[config.mk]
export PLATFORM = sky130hd
export DESIGN_NAME = router_pkt_tx
export DESIGN_NICKNAME = d
export VERILOG_FILES = /design/src/rtl/router_pkt_tx.sv
export SDC_FILE = /design/constraint.sdc
export NUM_CORES = 1
export LEC_CHECK = 0
export ABC_AREA = 1
export BUFFER_PORTS_ARGS = -buffer_cell sky130_fd_sc_hd__buf_2
export CORE_MARGIN = 2
export CORE_UTILIZATION = 40
export CTS_BUF_LIST = sky130_fd_sc_hd__clkbuf_2 sky130_fd_sc_hd__clkbuf_4 sky130_fd_sc_hd__clkbuf_8
export CTS_CLUSTER_DIAMETER = 120
export CTS_CLUSTER_SIZE = 40
export DETAILED_ROUTE_END_ITERATION = 8
export PLACE_DENSITY = 0.54
export RECOVER_POWER = 25
export SKIP_LAST_GASP = 1
export SLEW_MARGIN = 10
export SYNTH_ARGS = -nofsm -noshare
export SYNTH_HDL_FRONTEND = slang
export SYNTH_SLANG_ARGS = --single-unit
[constraint.sdc]
create_clock -name clock -period 5.7 [get_ports clock]
set_input_delay 1.14 -clock clock [delete_from_list [all_inputs] [get_ports clock]]
set_output_delay 1.14 -clock clock [all_outputs]
set_load 0.03 [all_outputs]
[src/rtl/router_pkt_tx.sv]
// router_pkt_tx
// Packet source for the input side of the 1x3 router. It accepts one command
// (destination address and payload length), buffers the whole payload, then
// serialises header, payload bytes and an XOR parity byte onto the router
// input. The router's busy back-pressure is obeyed. An idle gap follows
// every packet.
//
// Ports
//   clock      system clock, rising edge
//   reset      asynchronous active-high reset
//   cmd_valid  command present          cmd_ready  command handshake ready
//   cmd_addr   destination port 0..2    cmd_len    payload length 1..63
//   pay_valid  payload byte present     pay_ready  payload handshake ready
//   pay_data   payload byte
//   busy       router back-pressure
//   data_out   byte to router data_in   pkt_valid  high on header/payload
//   pkt_done   pulse after parity sent  cmd_err    pulse after illegal cmd
module router_pkt_tx #(
  parameter int MAX_LEN    = 63,
  parameter int GAP_CYCLES = 2
) (
  input  logic       clock,
  input  logic       reset,
  input  logic       cmd_valid,
  output logic       cmd_ready,
  input  logic [1:0] cmd_addr,
  input  logic [5:0] cmd_len,
  input  logic       pay_valid,
  output logic       pay_ready,
  input  logic [7:0] pay_data,
  input  logic       busy,
  output logic [7:0] data_out,
  output logic       pkt_valid,
  output logic       pkt_done,
  output logic       cmd_err
);

  localparam logic [2:0] S_IDLE    = 3'd0;
  localparam logic [2:0] S_LOAD    = 3'd1;
  localparam logic [2:0] S_HEADER  = 3'd2;
  localparam logic [2:0] S_PAYLOAD = 3'd3;
  localparam logic [2:0] S_PARITY  = 3'd4;
  localparam logic [2:0] S_GAP     = 3'd5;

  localparam int GW = (GAP_CYCLES > 1) ? $clog2(GAP_CYCLES) : 1;

  logic [2:0]    r_state;
  logic [2:0]    w_state_nxt;
  logic [1:0]    r_addr;
  logic [5:0]    r_len;
  logic [5:0]    r_wr;
  logic [5:0]    r_rd;
  logic [7:0]    r_par;
  logic [GW-1:0] r_gap;
  logic          r_cmd_ready;
  logic          r_pay_ready;
  logic          r_pkt_done;
  logic          r_cmd_err;
  logic [7:0]    r_buf [0:MAX_LEN-1];

  logic          w_cmd_fire;
  logic          w_cmd_legal;
  logic          w_pay_fire;
  logic          w_xfer;
  logic          w_load_last;
  logic          w_pay_last;
  logic          w_gap_last;
  logic [7:0]    w_header;

  // The ready flags are only ever high in IDLE / LOAD, so the handshakes
  // need no extra state qualification.
  assign w_cmd_fire  = cmd_valid & r_cmd_ready;
  assign w_cmd_legal = (cmd_addr != 2'd3) && (cmd_len != 6'd0);
  assign w_pay_fire  = pay_valid & r_pay_ready;
  assign w_xfer      = ~busy && ((r_state == S_HEADER) || (r_state == S_PAYLOAD) ||
                                 (r_state == S_PARITY));
  assign w_header    = {r_len, r_addr};

  // Counter comparisons are done in 7 bits so len=63 never wraps.
  assign w_load_last = (({1'b0, r_wr} + 7'd1) == {1'b0, r_len});
  assign w_pay_last  = (({1'b0, r_rd} + 7'd1) == {1'b0, r_len});
  assign w_gap_last  = (r_gap == GW'(GAP_CYCLES - 1));

  always_comb begin
    w_state_nxt = r_state;
    case (r_state)
      S_IDLE:    if (w_cmd_fire && w_cmd_legal) w_state_nxt = S_LOAD;
      S_LOAD:    if (w_pay_fire && w_load_last) w_state_nxt = S_HEADER;
      S_HEADER:  if (w_xfer) w_state_nxt = S_PAYLOAD;
      S_PAYLOAD: if (w_xfer && w_pay_last) w_state_nxt = S_PARITY;
      S_PARITY:  if (w_xfer) w_state_nxt = S_GAP;
      S_GAP:     if (w_gap_last) w_state_nxt = S_IDLE;
      default:   w_state_nxt = S_IDLE;
    endcase
  end

  // Ready flags are registered from the next state so they read 0 while
  // reset is asserted, even though the FSM itself rests in IDLE.
  always_ff @(posedge clock or posedge reset) begin
    if (reset) begin
      r_state     <= S_IDLE;
      r_cmd_ready <= 1'b0;
      r_pay_ready <= 1'b0;
      r_pkt_done  <= 1'b0;
      r_cmd_err   <= 1'b0;
      r_addr      <= 2'd0;
      r_len       <= 6'd0;
      r_wr        <= 6'd0;
      r_rd        <= 6'd0;
      r_par       <= 8'h00;
      r_gap       <= '0;
    end else begin
      r_state     <= w_state_nxt;
      r_cmd_ready <= (w_state_nxt == S_IDLE);
      r_pay_ready <= (w_state_nxt == S_LOAD);
      r_cmd_err   <= w_cmd_fire & ~w_cmd_legal;
      r_pkt_done  <= (r_state == S_PARITY) & w_xfer;

      if (w_cmd_fire && w_cmd_legal) begin
        r_addr <= cmd_addr;
        r_len  <= cmd_len;
        r_wr   <= 6'd0;
      end else if (w_pay_fire) begin
        r_wr <= r_wr + 6'd1;
      end

      if (w_xfer && (r_state == S_HEADER)) begin
        r_par <= w_header;
        r_rd  <= 6'd0;
      end else if (w_xfer && (r_state == S_PAYLOAD)) begin
        r_par <= r_par ^ r_buf[r_rd];
        r_rd  <= r_rd + 6'd1;
      end

      if (r_state == S_GAP) r_gap <= r_gap + GW'(1);
      else                  r_gap <= '0;
    end
  end

  // Payload storage carries no reset; it is always written before being read.
  always_ff @(posedge clock) begin
    if (w_pay_fire) r_buf[r_wr] <= pay_data;
  end

  always_comb begin
    data_out = 8'h00;
    case (r_state)
      S_HEADER:  data_out = w_header;
      S_PAYLOAD: data_out = r_buf[r_rd];
      S_PARITY:  data_out = r_par;
      default:   data_out = 8'h00;
    endcase
  end

  assign pkt_valid = (r_state == S_HEADER) || (r_state == S_PAYLOAD);
  assign cmd_ready = r_cmd_ready;
  assign pay_ready = r_pay_ready;
  assign pkt_done  = r_pkt_done;
  assign cmd_err   = r_cmd_err;

endmodule

==> run metrics, run 1 <==
Final Hold Fails=0; top cell type's share of synthesized area=66.4%; YS warnings=0; max incr delay on CP=0.76 ns; met2 routed WL=29,100 um; number of port buffers=33; Initial Utilization=between 40% and 50%; CP Capture Type=output pin; Num Clock Sinks=540; HP Start=r_gap; core area=approximately 56,000 um^2; reg-to-reg startpoint=r_rd[1]; Post-DRT Antenna Nets=0; TritonCTS clock tree=built; Die H=about 240 um; sequential share of the synthesized area=between 70% and 80%; row count=87; Synth area leaders=edfxtp_1 66%, nand2_1 7.1%, nor2_1 5.6%, nand3_1 4.1%, dfrtp_1 4.0%; final core utilization=42.6%; startpoint types=register; CP max-delay cell=dfrtp_4; synthesis-to-finish area growth=5.33%; fmax=approximately 200 MHz; GR Util All Layers=20.5%; CP startpoint=r_rd[1]; final setup TNS=0 ns; antenna cells=0; initial antenna violation count=0; Yosys top cell by area=edfxtp_1; Synth Register Bits=540; DP Worst Slack=between 1 and 1.5 ns; Max transition margin=-125%; clock root buffer=clkbuf_8; # DRC=0; CTS H-tree depth=1; largest net degree at the start of global routing=96; via count=14,916; Yosys cell types=34; PostCTS Resize Cnt=0; cts bufs inserted=17; first-pass GRT wire length=92,600 um; run status=finished, violations left; Post-Syn Instances=approximately 2,100; Post-Syn Area per Cell=between 10 and 15 um^2; # hold bufs at CTS=0; violated checks=capacitance limit, slew limit; clk slew on worst S/H paths=between 0.2 and 0.25 ns; die width=between 200 and 250 um; DRT Pass-1 Iters=5; Detailed Place HPWL=roughly 36,000 um; met1 WL=27,000 um; vias in the first global route=~14,000; IR drop worst, VDD=approximately 0.26 mV; delay-heaviest family, CP=buffers and inverters; Tmin final=approximately 5.0 ns; Final period util=a little under 90%; Final Max Slew Viols=~360; Setup Buffers After CTS=0; max layer used=met4; CP arrival=between 3 and 4 ns; die area=slightly below 60,000 um^2; most common cell after layout, fill and taps aside=edfxtp_1; Leak=approximately 0.0085 uW; Post-Syn Area=22,800 um^2; CP bufs+invs=4; share of cells above drive strength 1=between 5 and 6%; Via density=5.30; Initial DRC Count=about 1,400; GRT Residual Overflow=0; GP Congestion=a little over 0.8; Worst Skew=around 0.043 ns; final net count=roughly 2,100; crit-path max FO=40; placed instance area=23,700 um^2; worst slew pin tran=about 3.4 ns; WL met3=between 3000 and 4000 um; Mapped Nets=between 2,000 and 2,500; Crit Path Class=register to output pin; RSZ-0062 raised after global routing=false; max cap viols=6; post-route cell area=approximately 24,000 um^2; IO Count=34; # setup viols final=0; Clock Tree Buf Depth=3; fillcell total=roughly 5,500; critical-path cell list=inv_4 > buf_12 > buf_4 > o21ai_0 > o21ai_0 > nand2_1 > nand2_1 > a21oi_1 > nand3_1 > nand3_1 > o221ai_1 > buf_2; final worst slack=~0.69 ns; Worst EP required=between 4 and 5 ns; worst skew pair latency=0.66 ns; Routed wire per std cell=around 22 um; pwr dens=around 430 nW/um^2; most frequent cells in the layout=504 x edfxtp_1, 430 x nand2_1, 341 x nor2_1; Routed WL=approximately 61,000 um; Hold Path Class=register to register; Total Power=just over 10,000 uW
[power by group]
| part | total [uW] | internal, uW | switching, uW |
|---|---|---|---|
| clock | 1480 | 360 | 1120 |
| sequential | 4690 | 4490 | 206 |
| combinational | 4050 | 1110 | 2940 |
| total | 10200 | 5960 | 4270 |
[logic make-up after synthesis]
logic type | count (synthesis) | share of synthesized area (%)
simple gates | 1005 | 18.0
flops | 540 | 70.3
compound gates | 280 | 6.72
buf+inv | 228 | 4.37
xor+xnor | 12 | 0.461
fa+ha+maj | 2 | 0.110
[metal layers]
metal	track usage (%)	vias up
li1	-	7052
met1	28.8	7419
met2	33.7	377
met3	2.61	68
met4	5.45	0
met5	0	-
[state kept, by name, indices dropped and copies added (netlist names), 2 cells and up]
name / count
r_len: 6
r_addr: 2
r_buf: 504
r_wr: 6
r_state: 3
r_rd: 6
r_par: 8
[through the flow]
| stage | std cells | hold slack (ns) |
|---|---|---|
| after floorplan | 2067 | 0.400 |
| after global placement | 2783 | 0.425 |
| after detailed placement | 2783 | 0.431 |
| after CTS | 2813 | 0.458 |
| after global routing | 2813 | 0.477 |
| final | 2813 | 0.460 |
[Yosys cell counts]
cell	count
buf_1	6
nor3_1	13
buf_4	3
nand4_1	11
nand2_1	430
o221ai_1	10
o21ai_1	55
xor2_1	10
buf_6	6
o21bai_1	2
inv_4	1
dfrtp_1	36
inv_2	8
or2_0	1
inv_1	110
nand3_1	187
xnor2_1	2
buf_2	65
or2_2	7
o21ai_0	127
o211ai_1	24
clkbuf_1	27
nor2_1	341
or2_1	3
nor4_1	8
nand2_2	2
clkinv_1	2
o2111ai_1	1
a21boi_1	1
a21oi_1	42
edfxtp_1	504
nor2_2	2
o22ai_1	18
ha_1	2
[final timing paths]
check / endpoint / slack [ns] / cells after the start
setup / recovery: data_out[7] / 0.69 / 12
min in group asynchronous: pay_ready / 1.22 / 3
max in group asynchronous: r_rd[1] / 3.03 / 3
hold / removal: r_gap / 0.46 / 1
setup reg to reg: cmd_ready / 2.52 / 14
hold reg to reg: r_gap / 0.46 / 1
[cell type report]
cell class	instances	area [um^2]	share of cell area [%]
inverters	121	462	1.92
multi-input cells	1299	5780	24.1
clock buffers	27	309	1.29
flip-flops and latches	540	16000	66.8
well taps	756	946	3.94
clock inverters	3	32.5	0.135
repair buffers	67	442	1.84
Power figures use the tool's default switching activity.
==> run 2: changes to the inputs <==
--- a/config.mk
+++ b/config.mk
@@ -7,7 +7,7 @@
 export LEC_CHECK = 0
 export ABC_AREA = 1
 export BUFFER_PORTS_ARGS = -buffer_cell sky130_fd_sc_hd__buf_2
-export CORE_MARGIN = 2
+export CORE_MARGIN = 4
 export CORE_UTILIZATION = 40
 export CTS_BUF_LIST = sky130_fd_sc_hd__clkbuf_2 sky130_fd_sc_hd__clkbuf_4 sky130_fd_sc_hd__clkbuf_8
 export CTS_CLUSTER_DIAMETER = 120
==> constraint.sdc (replaced) <==
create_clock -name clock -period 5.7 [get_ports clock]
set_input_delay 0.57 -clock clock [delete_from_list [all_inputs] [get_ports clock]]
set_output_delay 0.57 -clock clock [all_outputs]
set_load 0.03 [all_outputs]
==> run 2 against run 1 <==
  * The flow still finishes with violations (capacitance limit, slew limit)
  * Cell area fell by 0.17%
  * Flip-flop and latch count did not move
  * Count of clock-buffer cells in the layout did not move
  * Die area rose by 3.3%
  * Highest routed layer unchanged
==> run metrics, run 2 (synthesized netlist as in run 1, its figures left out) <==
run status=finished, violations left; violated checks=capacitance limit, slew limit; cts bufs inserted=17; IO Count=34; synthesis-to-finish area growth=5.16%; Crit Path Class=register to output pin; core area=between 50,000 and 60,000 um^2; reg-to-reg slack, setup=~2.0 ns; startpoint types=register; Tmin final=roughly 4.8 ns; Clock Tree Buf Depth=3; IR drop worst, VDD=0.312 mV; # setup viols final=0; vias in the first global route=14,353; Total Power=slightly above 10,000 uW; Post-DRT Antenna Nets=0; die width=approximately 250 um; pwr dens=about 420 nW/um^2; CP Capture Type=output pin; DRT Pass-1 Iters=6; Worst EP required=about 5.1 ns; max cap viols=7; share of cells above drive strength 1=between 5 and 6%; Initial Utilization=between 40% and 50%; Final period util=a little over four fifths; final net count=2,065; GRT Residual Overflow=0; number of flip-flops in the largest register=approximately 500; CP arrival=approximately 4.2 ns; final setup TNS=0 ns; number of port buffers=33; depth of the worst register-to-register path=14; Detailed Place HPWL=35,100 um; Max transition margin=-130%; most frequent cells in the layout=504 x edfxtp_1, 430 x nand2_1, 341 x nor2_1; CP startpoint=r_rd[1]; worst skew pair latency=0.66 ns; Final Hold Fails=0; FF-to-FF End=cmd_ready; via count=around 15,000; GR Util All Layers=19.3%; CTS H-tree depth=1; # DRC=0; Num Clock Sinks=540; row count=87; die area=slightly above 60,000 um^2; TritonCTS clock tree=built; Regs by FF count=r_buf (504), r_par (8); Worst Skew=~0.047 ns; crit-path max FO=77; initial antenna violation count=0; GP Congestion=0.874; Via density=about 5.4; Die H=247 um; largest net degree at the start of global routing=146; antenna cells=0; Routed wire per std cell=approximately 21 um; clock root buffer=clkbuf_8; Biggest register=r_buf; worst slew pin tran=between 3 and 4 ns; Hold Path Class=primary input to register; Routed WL=roughly 60,000 um; Initial DRC Count=~1,500; Leak=0.00851 uW; clk slew on worst S/H paths=roughly 0.25 ns; end point of the critical path=data_out[6]; Final Max Slew Viols=around 450; most common cell after layout, fill and taps aside=edfxtp_1; PostCTS Resize Cnt=0; RSZ-0062 raised after global routing=false; first-pass GRT wire length=roughly 90,000 um; fmax=approximately 210 MHz; reg-to-reg startpoint=r_rd[1]
run 2: worst max-delay path: stages, from the launching register on:
cell      delay (ns)
dfrtp_4         0.83
inv_4           0.79
buf_4           0.40
nor2_1          0.08
o21ai_1         0.08
o21ai_1         0.07
nor2_1          0.22
nor2_1          0.11
nor2_1          0.29
nand2_1         0.18
nand2_1         0.13
o221ai_1        0.14
buf_2           0.21
run 2: report_power, final:
part	total, uW	leakage [uW]	switching, uW	internal (uW)
clock	1480	0.000180	1120	360
sequential	4750	0.00498	266	4490
combinational	3950	0.00335	2850	1100
total	10200	0.00851	4240	5940
run 2: how the worst min path moves through the flow:
stage	end	cells after the start	slack, ns	from
5_1_grt	r_len[1]	3	0.07	cmd_len[1]
3_3_place_gp	r_gap	1	0.42	r_gap
4_1_cts	r_len[1]	3	0.07	cmd_len[1]
3_5_place_dp	r_gap	1	0.45	r_gap
2_1_floorplan	r_gap	1	0.40	r_gap
6_report	r_len[1]	3	0.11	cmd_len[1]
run 2: area by class of cell:
cell class	count	area [um^2]
clock buffers	27	309
clock inverters	2	25.0
fillers	5398	32400
inverters	121	462
multi-input cells	1299	5790
flip-flops and latches	540	16000
well taps	756	946
repair buffers	63	404
run 2: repair_timing:
action | CTS | global route
buffers inserted | 0 | 0
endpoints found under the hold margin | 9 | 0
setup endpoints to repair | 0 | 0
hold buffers | 1 | 0
run 2: metal layers:
layer | share of wire, % | global-route usage [%]
met4 | 3.1 | 5.61
met5 | 0 | 0
met3 | 5.7 | 2.34
met2 | 47 | 30.9
met1 | 45 | 28.0
run 2: stage by stage:
stage	util, %	instance area (um^2)	hold slack [ns]	setup WS, ns	instances
detailed placement	42.0	23700	0.446	1.65	2778
CTS	42.6	24000	0.0661	0.851	2808
global route	42.5	24000	0.0746	0.636	2808
floorplan	-	22800	0.400	3.10	2067
finish	42.5	24000	0.115	0.897	2808
global placement	42.0	23700	0.423	1.68	2778
